[src/rtl/bcd2bin_seq_pkg.sv]
// Shared types and constants for the sequential BCD-to-binary converter.
// Latency: n/a (definitions only).
// Backpressure: n/a (definitions only).
package bcd2bin_seq_pkg;

    // Controller state encoding, shared with the other BCD/binary converter FSMs.
    typedef enum logic [1:0] {
        S_IDLE  = 2'd0,
        S_SHIFT = 2'd1,
        S_DONE  = 2'd2
    } state_t;

    // Reverse double-dabble corrects each digit by subtracting 3. The
    // subtraction is done as a two's-complement add, so keep the negated form.
    localparam logic [3:0] DIGIT_ADJ     = 4'd3;
    localparam logic [3:0] DIGIT_ADJ_NEG = ~DIGIT_ADJ + 4'd1;

    // Largest decimal value representable with n_digits BCD digits.
    function automatic longint bcd_max(input int n_digits);
        longint v;
        v = 1;
        for (int i = 0; i < n_digits; i++) begin
            v = v * 10;
        end
        return v - 1;
    endfunction

endpackage

[src/rtl/bcd2bin_seq_digit_adj.sv]
// Per-digit correction for reverse double-dabble: if digit >= 8 then digit - 3.
// Latency: combinational.
// Backpressure: none.
//   d : 4-bit digit after the shift
//   q : corrected digit
module bcd_digit_adj
    import bcd2bin_seq_pkg::*;
(
    input  logic [3:0] d,
    output logic [3:0] q
);

    // Digits >= 8 have bit 3 set; they can never underflow when reduced by 3.
    assign q = d[3] ? (d + DIGIT_ADJ_NEG) : d;

endmodule

[src/rtl/bcd2bin_seq.sv]
// Sequential packed-BCD to unsigned binary converter, one shift per clock.
// Latency: start edge in cycle 0 -> out_DONE in cycle 4*N_DIGITS+1; bad digit -> cycle 1.
// Backpressure: in_INIT is ignored while busy; no queuing, caller retries in IDLE.
//   clk      : rising-edge clock
//   rst      : asynchronous active-low reset
//   in_BCD   : packed BCD input, units digit in [3:0], sampled on accepted start
//   in_INIT  : start request, honoured only in IDLE
//   out_BIN  : converted value, held until the next DONE (0 on error)
//   out_BUSY : high from accepted start through the DONE cycle
//   out_DONE : one-cycle pulse, out_BIN/out_ERR valid in that cycle
//   out_ERR  : last request contained a digit > 9, held until the next DONE
module bcd2bin_seq
    import bcd2bin_seq_pkg::*;
#(
    parameter int N_DIGITS = 3,
    parameter int BIN_W    = 10
) (
    input  logic                  clk,
    input  logic                  rst,
    input  logic [4*N_DIGITS-1:0] in_BCD,
    input  logic                  in_INIT,
    output logic [BIN_W-1:0]      out_BIN,
    output logic                  out_BUSY,
    output logic                  out_DONE,
    output logic                  out_ERR
);

    localparam int W     = 4 * N_DIGITS;
    localparam int CNT_W = $clog2(W + 1);

    if (N_DIGITS < 1) begin : g_digits_check
        $error("bcd2bin_seq: N_DIGITS must be at least 1");
    end
    if (bcd_max(N_DIGITS) >= (longint'(1) << BIN_W)) begin : g_width_check
        $error("bcd2bin_seq: BIN_W too narrow for the largest BCD value");
    end

    state_t             state;
    state_t             state_nxt;
    logic               busy_nxt;
    logic               done_nxt;
    logic [W-1:0]       bcd_reg;
    logic [W-1:0]       bin_reg;
    logic [W-1:0]       bcd_shift;
    logic [W-1:0]       bcd_adj;
    logic [W-1:0]       bin_shift;
    logic [BIN_W-1:0]   bin_res;
    logic [CNT_W-1:0]   cnt;
    logic               in_bad;
    logic               last_shift;

    // Any digit above 9 rejects the request without shifting.
    always_comb begin
        in_bad = 1'b0;
        for (int i = 0; i < N_DIGITS; i++) begin
            if (in_BCD[4*i +: 4] > 4'd9) begin
                in_bad = 1'b1;
            end
        end
    end

    // {bcd_reg, bin_reg} shifted right by one as a single 2W-bit register.
    assign bcd_shift = {1'b0, bcd_reg[W-1:1]};
    assign bin_shift = {bcd_reg[0], bin_reg[W-1:1]};

    for (genvar g = 0; g < N_DIGITS; g++) begin : g_adj
        bcd_digit_adj u_adj (
            .d (bcd_shift[4*g +: 4]),
            .q (bcd_adj[4*g +: 4])
        );
    end

    // The result is captured on the final shift so it is already valid
    // while out_DONE is high. Bits above BIN_W are zero for legal input.
    if (BIN_W < W) begin : g_res_trunc
        logic unused_bin_hi;
        assign bin_res       = bin_shift[BIN_W-1:0];
        assign unused_bin_hi = |bin_shift[W-1:BIN_W];
    end else if (BIN_W == W) begin : g_res_exact
        assign bin_res = bin_shift;
    end else begin : g_res_ext
        assign bin_res = {{(BIN_W-W){1'b0}}, bin_shift};
    end

    assign last_shift = (cnt == CNT_W'(W - 1));

    // State register; BUSY/DONE are registered from the next-state decode so
    // they change only on the clock and line up with the state they describe.
    always_ff @(posedge clk or negedge rst) begin
        if (!rst) begin
            state    <= S_IDLE;
            out_BUSY <= 1'b0;
            out_DONE <= 1'b0;
        end else begin
            state    <= state_nxt;
            out_BUSY <= busy_nxt;
            out_DONE <= done_nxt;
        end
    end

    always_comb begin
        state_nxt = state;
        case (state)
            S_IDLE: begin
                if (in_INIT) begin
                    state_nxt = in_bad ? S_DONE : S_SHIFT;
                end
            end
            S_SHIFT: begin
                if (last_shift) begin
                    state_nxt = S_DONE;
                end
            end
            default: state_nxt = S_IDLE;
        endcase
    end

    always_comb begin
        busy_nxt = (state_nxt != S_IDLE);
        done_nxt = (state_nxt == S_DONE);
    end

    always_ff @(posedge clk or negedge rst) begin
        if (!rst) begin
            bcd_reg <= '0;
            bin_reg <= '0;
            cnt     <= '0;
            out_BIN <= '0;
            out_ERR <= 1'b0;
        end else begin
            case (state)
                S_IDLE: begin
                    if (in_INIT) begin
                        bcd_reg <= in_BCD;
                        bin_reg <= '0;
                        cnt     <= '0;
                        if (in_bad) begin
                            out_BIN <= '0;
                            out_ERR <= 1'b1;
                        end
                    end
                end
                S_SHIFT: begin
                    bcd_reg <= bcd_adj;
                    bin_reg <= bin_shift;
                    cnt     <= cnt + 1'b1;
                    if (last_shift) begin
                        out_BIN <= bin_res;
                        out_ERR <= 1'b0;
                    end
                end
                default: begin
                end
            endcase
        end
    end

endmodule

[config.mk]
export PLATFORM = sky130hd
export DESIGN_NAME = bcd2bin_seq
export DESIGN_NICKNAME = d
export VERILOG_FILES = /design/src/rtl/bcd2bin_seq_pkg.sv /design/src/rtl/bcd2bin_seq_digit_adj.sv /design/src/rtl/bcd2bin_seq.sv
export SDC_FILE = /design/constraint.sdc
export NUM_CORES = 1
export LEC_CHECK = 0
export ABC_AREA = 1
export CAP_MARGIN = 10
export CORE_MARGIN = 4
export CORE_UTILIZATION = 30
export CTS_BUF_LIST = sky130_fd_sc_hd__clkbuf_16
export CTS_CLUSTER_DIAMETER = 100
export DETAILED_ROUTE_END_ITERATION = 16
export DONT_BUFFER_PORTS = 1
export SETUP_SLACK_MARGIN = 0.15
export SYNTH_ARGS = -nofsm -noshare
export SYNTH_HDL_FRONTEND = slang
export SYNTH_SLANG_ARGS = --single-unit
export TNS_END_PERCENT = 10
[constraint.sdc]
create_clock -name clk -period 1.67 [get_ports clk]
set_input_delay 0.2505 -clock clk [delete_from_list [all_inputs] [get_ports clk]]
set_output_delay 0.2505 -clock clk [all_outputs]
set_load 0.02 [all_outputs]
==> impl_summary.log <==
INFO  metric cp_slowest_stage_delay = 0.38 ns
INFO  metric ys_seq_elements = between 40 and 50
INFO  metric finalWirelength = slightly below 4000 um
INFO  metric static_leak = slightly above 1 nW
INFO  metric fin_hold_ws = 0.109 ns
INFO  metric largest_register_ffs = 12
INFO  metric synthesis.nets = 223
INFO  metric timing.final.ws_setup = 0.282 ns
INFO  metric synth.yosys.seq_area_share = 55.4%
INFO  metric core_region_area = 6030 um2
INFO  metric clockBufferDepth = 2
INFO  metric synthesis.area_per_instance = 9.25 um2
INFO  metric route.detailed.vias_per_inst = 4.94
INFO  metric fin_setup_tns = 0 ns
INFO  metric report.final.slew_viol_count = 0
INFO  metric num-nets-final = 229
INFO  metric period_share = 83.1%
INFO  metric global_routing_usage_summed_across_all_routing_layers = 11.3%
INFO  metric run_status = finished clean
INFO  metric fp-row-count = 28
INFO  metric gp_congestion = between 0.7 and 0.8
INFO  metric critical_path.startpoint_type = register
INFO  metric setup_viol_count_final = 0
INFO  metric place_ws = 0.197 ns
INFO  metric drt_first_pass_iters = 4
INFO  metric post_route_cells_drive_above_1_share = 11.8%
INFO  metric areaGrowthSynthToFinish = 14.7%
INFO  metric cts_tree = yes
INFO  metric clk_transition_reported_paths = 0.06 ns
INFO  metric power.ir.vdd_worst = 545 uV
INFO  metric max_clock_freq = between 700 and 800 MHz
INFO  metric cp_cell_sequence = inv_1 > nand2_1 > inv_1 > buf_4 > o21ai_0 > a21oi_1 > nor2_1
INFO  metric cp_slowest_cell = dfrtp_1
INFO  metric most-common-layout-cells = 42 x dfrtp_1, 40 x nand2_1, 25 x inv_1
INFO  metric synthesis.instances = 205
INFO  metric worst_path_most_repeated_cell = inv_1
INFO  metric detail-route-antenna-nets = 0
INFO  metric yosysTopAreaCellShare = 55.4%
INFO  metric crit_path_kind = register to register
INFO  metric cts.htree.levels = 2
INFO  metric inserted_diodes = 0
INFO  metric synthesis.area = 1900 um2
INFO  metric placement.io_buffers = 0
INFO  metric grt_max_degree = 43
INFO  metric drc = 0
INFO  metric routedWlPerCell = 13.7 um
INFO  metric io_pins = 28
INFO  metric grt_pass1_wl = 6780 um
INFO  metric vias_in_the_first_global_route = 1423
INFO  metric final_setup_skew = around 0.0033 ns
INFO  metric end_kind = register
INFO  metric insertion_delay = about 0.28 ns
INFO  metric cts.root.buffer_cell = clkbuf_16
INFO  metric overall_die_height = 87.5 um
INFO  metric crit_required = between 1.5 and 2 ns
INFO  metric mostFrequentLayoutCell = dfrtp_1
INFO  metric synth-warning-count = 0
INFO  metric p_per_area = approximately 1700 nW/um2
INFO  metric worst-endpoint-arrival = 1.55 ns
INFO  metric synth.top_cells.by_area = dfrtp_1 55%, nand2_1 8.3%, inv_1 4.7%, o22ai_1 4.3%, o21ai_0 4.2%
INFO  metric setup_repair_after_global_routing_missed_its_margin = true
INFO  metric dr.first_iter.drc_count = between 100 and 150
INFO  metric hold_path.class = primary input to register
INFO  metric crit_fanout = 10
INFO  metric antenna_found_initial = 0
INFO  metric tritoncts.num_buffers = 5
INFO  metric netlist.top_cell.by_area = dfrtp_1
INFO  metric period_minus_slack = 1.39 ns
INFO  metric initial_core_util = 31.5%
INFO  metric drv.max_cap_violation_count = 0
INFO  metric num-fill-cells = ~640
INFO  metric post-route-util = 36.1%
INFO  metric final_number_of_hold_violating_endpoints = 0
INFO  metric cts_post_setup_buffers_inserted = 0
INFO  metric maxSlewHeadroom = 78.7%
INFO  metric transition_time_at_the_pin_with_the_least_slew_margin = 0.319 ns
INFO  metric dieWidth = 87.5 um
INFO  metric clock_sinks = 42
INFO  metric detailroute.via_count = 1418
INFO  metric yosysUniqueCellTypes = 25
INFO  metric total_die_area = 7660 um2
INFO  metric grt_remaining_overflow = 0
INFO  metric place_hpwl = 2770 um
## path summary, 6_finish.rpt
path	from	endpoint	slack, ns	cells past startpoint
min reg2reg	bin_reg[1]	bin_reg[1]	0.49	2
max in group asynchronous	rst	out_BIN[0]	1.01	2
max reg2reg	state[1]	bcd_reg[7]	0.28	7
min in group asynchronous	rst	cnt[0]	0.47	2
max	state[1]	bcd_reg[7]	0.28	7
min	in_BCD[11]	bcd_reg[11]	0.11	2
## layout make-up
type | instances | area (um2) | share of cell area (%)
inverter | 25 | 93.8 | 4.31
sequential | 42 | 1050 | 48.3
timing repair buffer | 10 | 90.1 | 4.14
clock buffer | 5 | 125 | 5.75
clock inverter | 3 | 41.3 | 1.90
tap | 75 | 93.8 | 4.31
multi-input combinational | 127 | 681 | 31.3
## cell families after synthesis
group                      share of synthesized area, %
buffers and inverters                              8.97
AOI/OAI and AO/OA                                  15.8
DFF                                                55.4
and+or+nand+nor                                    17.9
adders and majority gates                          1.98
## routing by layer
metal  share of wire, %  track usage [%]  up-vias
li1                   -                -      706
met3                5.0             3.41        7
met5                  0                0        -
met4                1.4             4.60        0
met1                 46             14.6      682
met2                 47             17.8       23
## repair_timing
| item | CTS | global route |
|---|---|---|
| setup endpoints to repair | 0 | 11 |
| endpoints found under the hold margin | 42 | 0 |
| hold buffers | 2 | 0 |
| gates resized for setup | 0 | 2 |
## critical path: cells and delay by family, from the launching register on
kind	cells	cell delay, ns
simple gates	2	0.25
compound gates	2	0.23
buf+inv	3	0.41
flops	1	0.38
## synthesized netlist by cell type
cell type,instances
nand4_1,10
nor2_1,4
nor2_4,1
inv_1,24
ha_1,3
o22ai_1,13
buf_4,2
nand3_1,13
dfrtp_1,42
a21oi_2,1
inv_2,1
nor3_2,1
nand2_2,1
clkbuf_1,2
buf_6,3
o21ai_0,16
nand2_4,1
a21oi_1,7
o211ai_1,3
nand2_1,42
o31ai_2,1
a22oi_1,2
a22o_1,1
o21ai_1,7
buf_2,4
## power breakdown
| part | leakage [nW] | switching (mW) | total [mW] | internal (mW) |
|---|---|---|---|---|
| sequential | 0.548 | 0.205 | 1.48 | 1.27 |
| clock | 0.0812 | 0.370 | 1.07 | 0.699 |
| combinational | 0.403 | 0.765 | 1.20 | 0.433 |
## metrics by stage
stage               instance area, um2  total power [mW]  std cells
finish                            2180              3.75        287
global route                      2180              4.04        287
floorplan                         1900              2.43        205
detailed placement                1970              2.67        277
global placement                  1970              2.66        277
CTS                               2170              3.78        287
(Power assumes the default switching activity.)
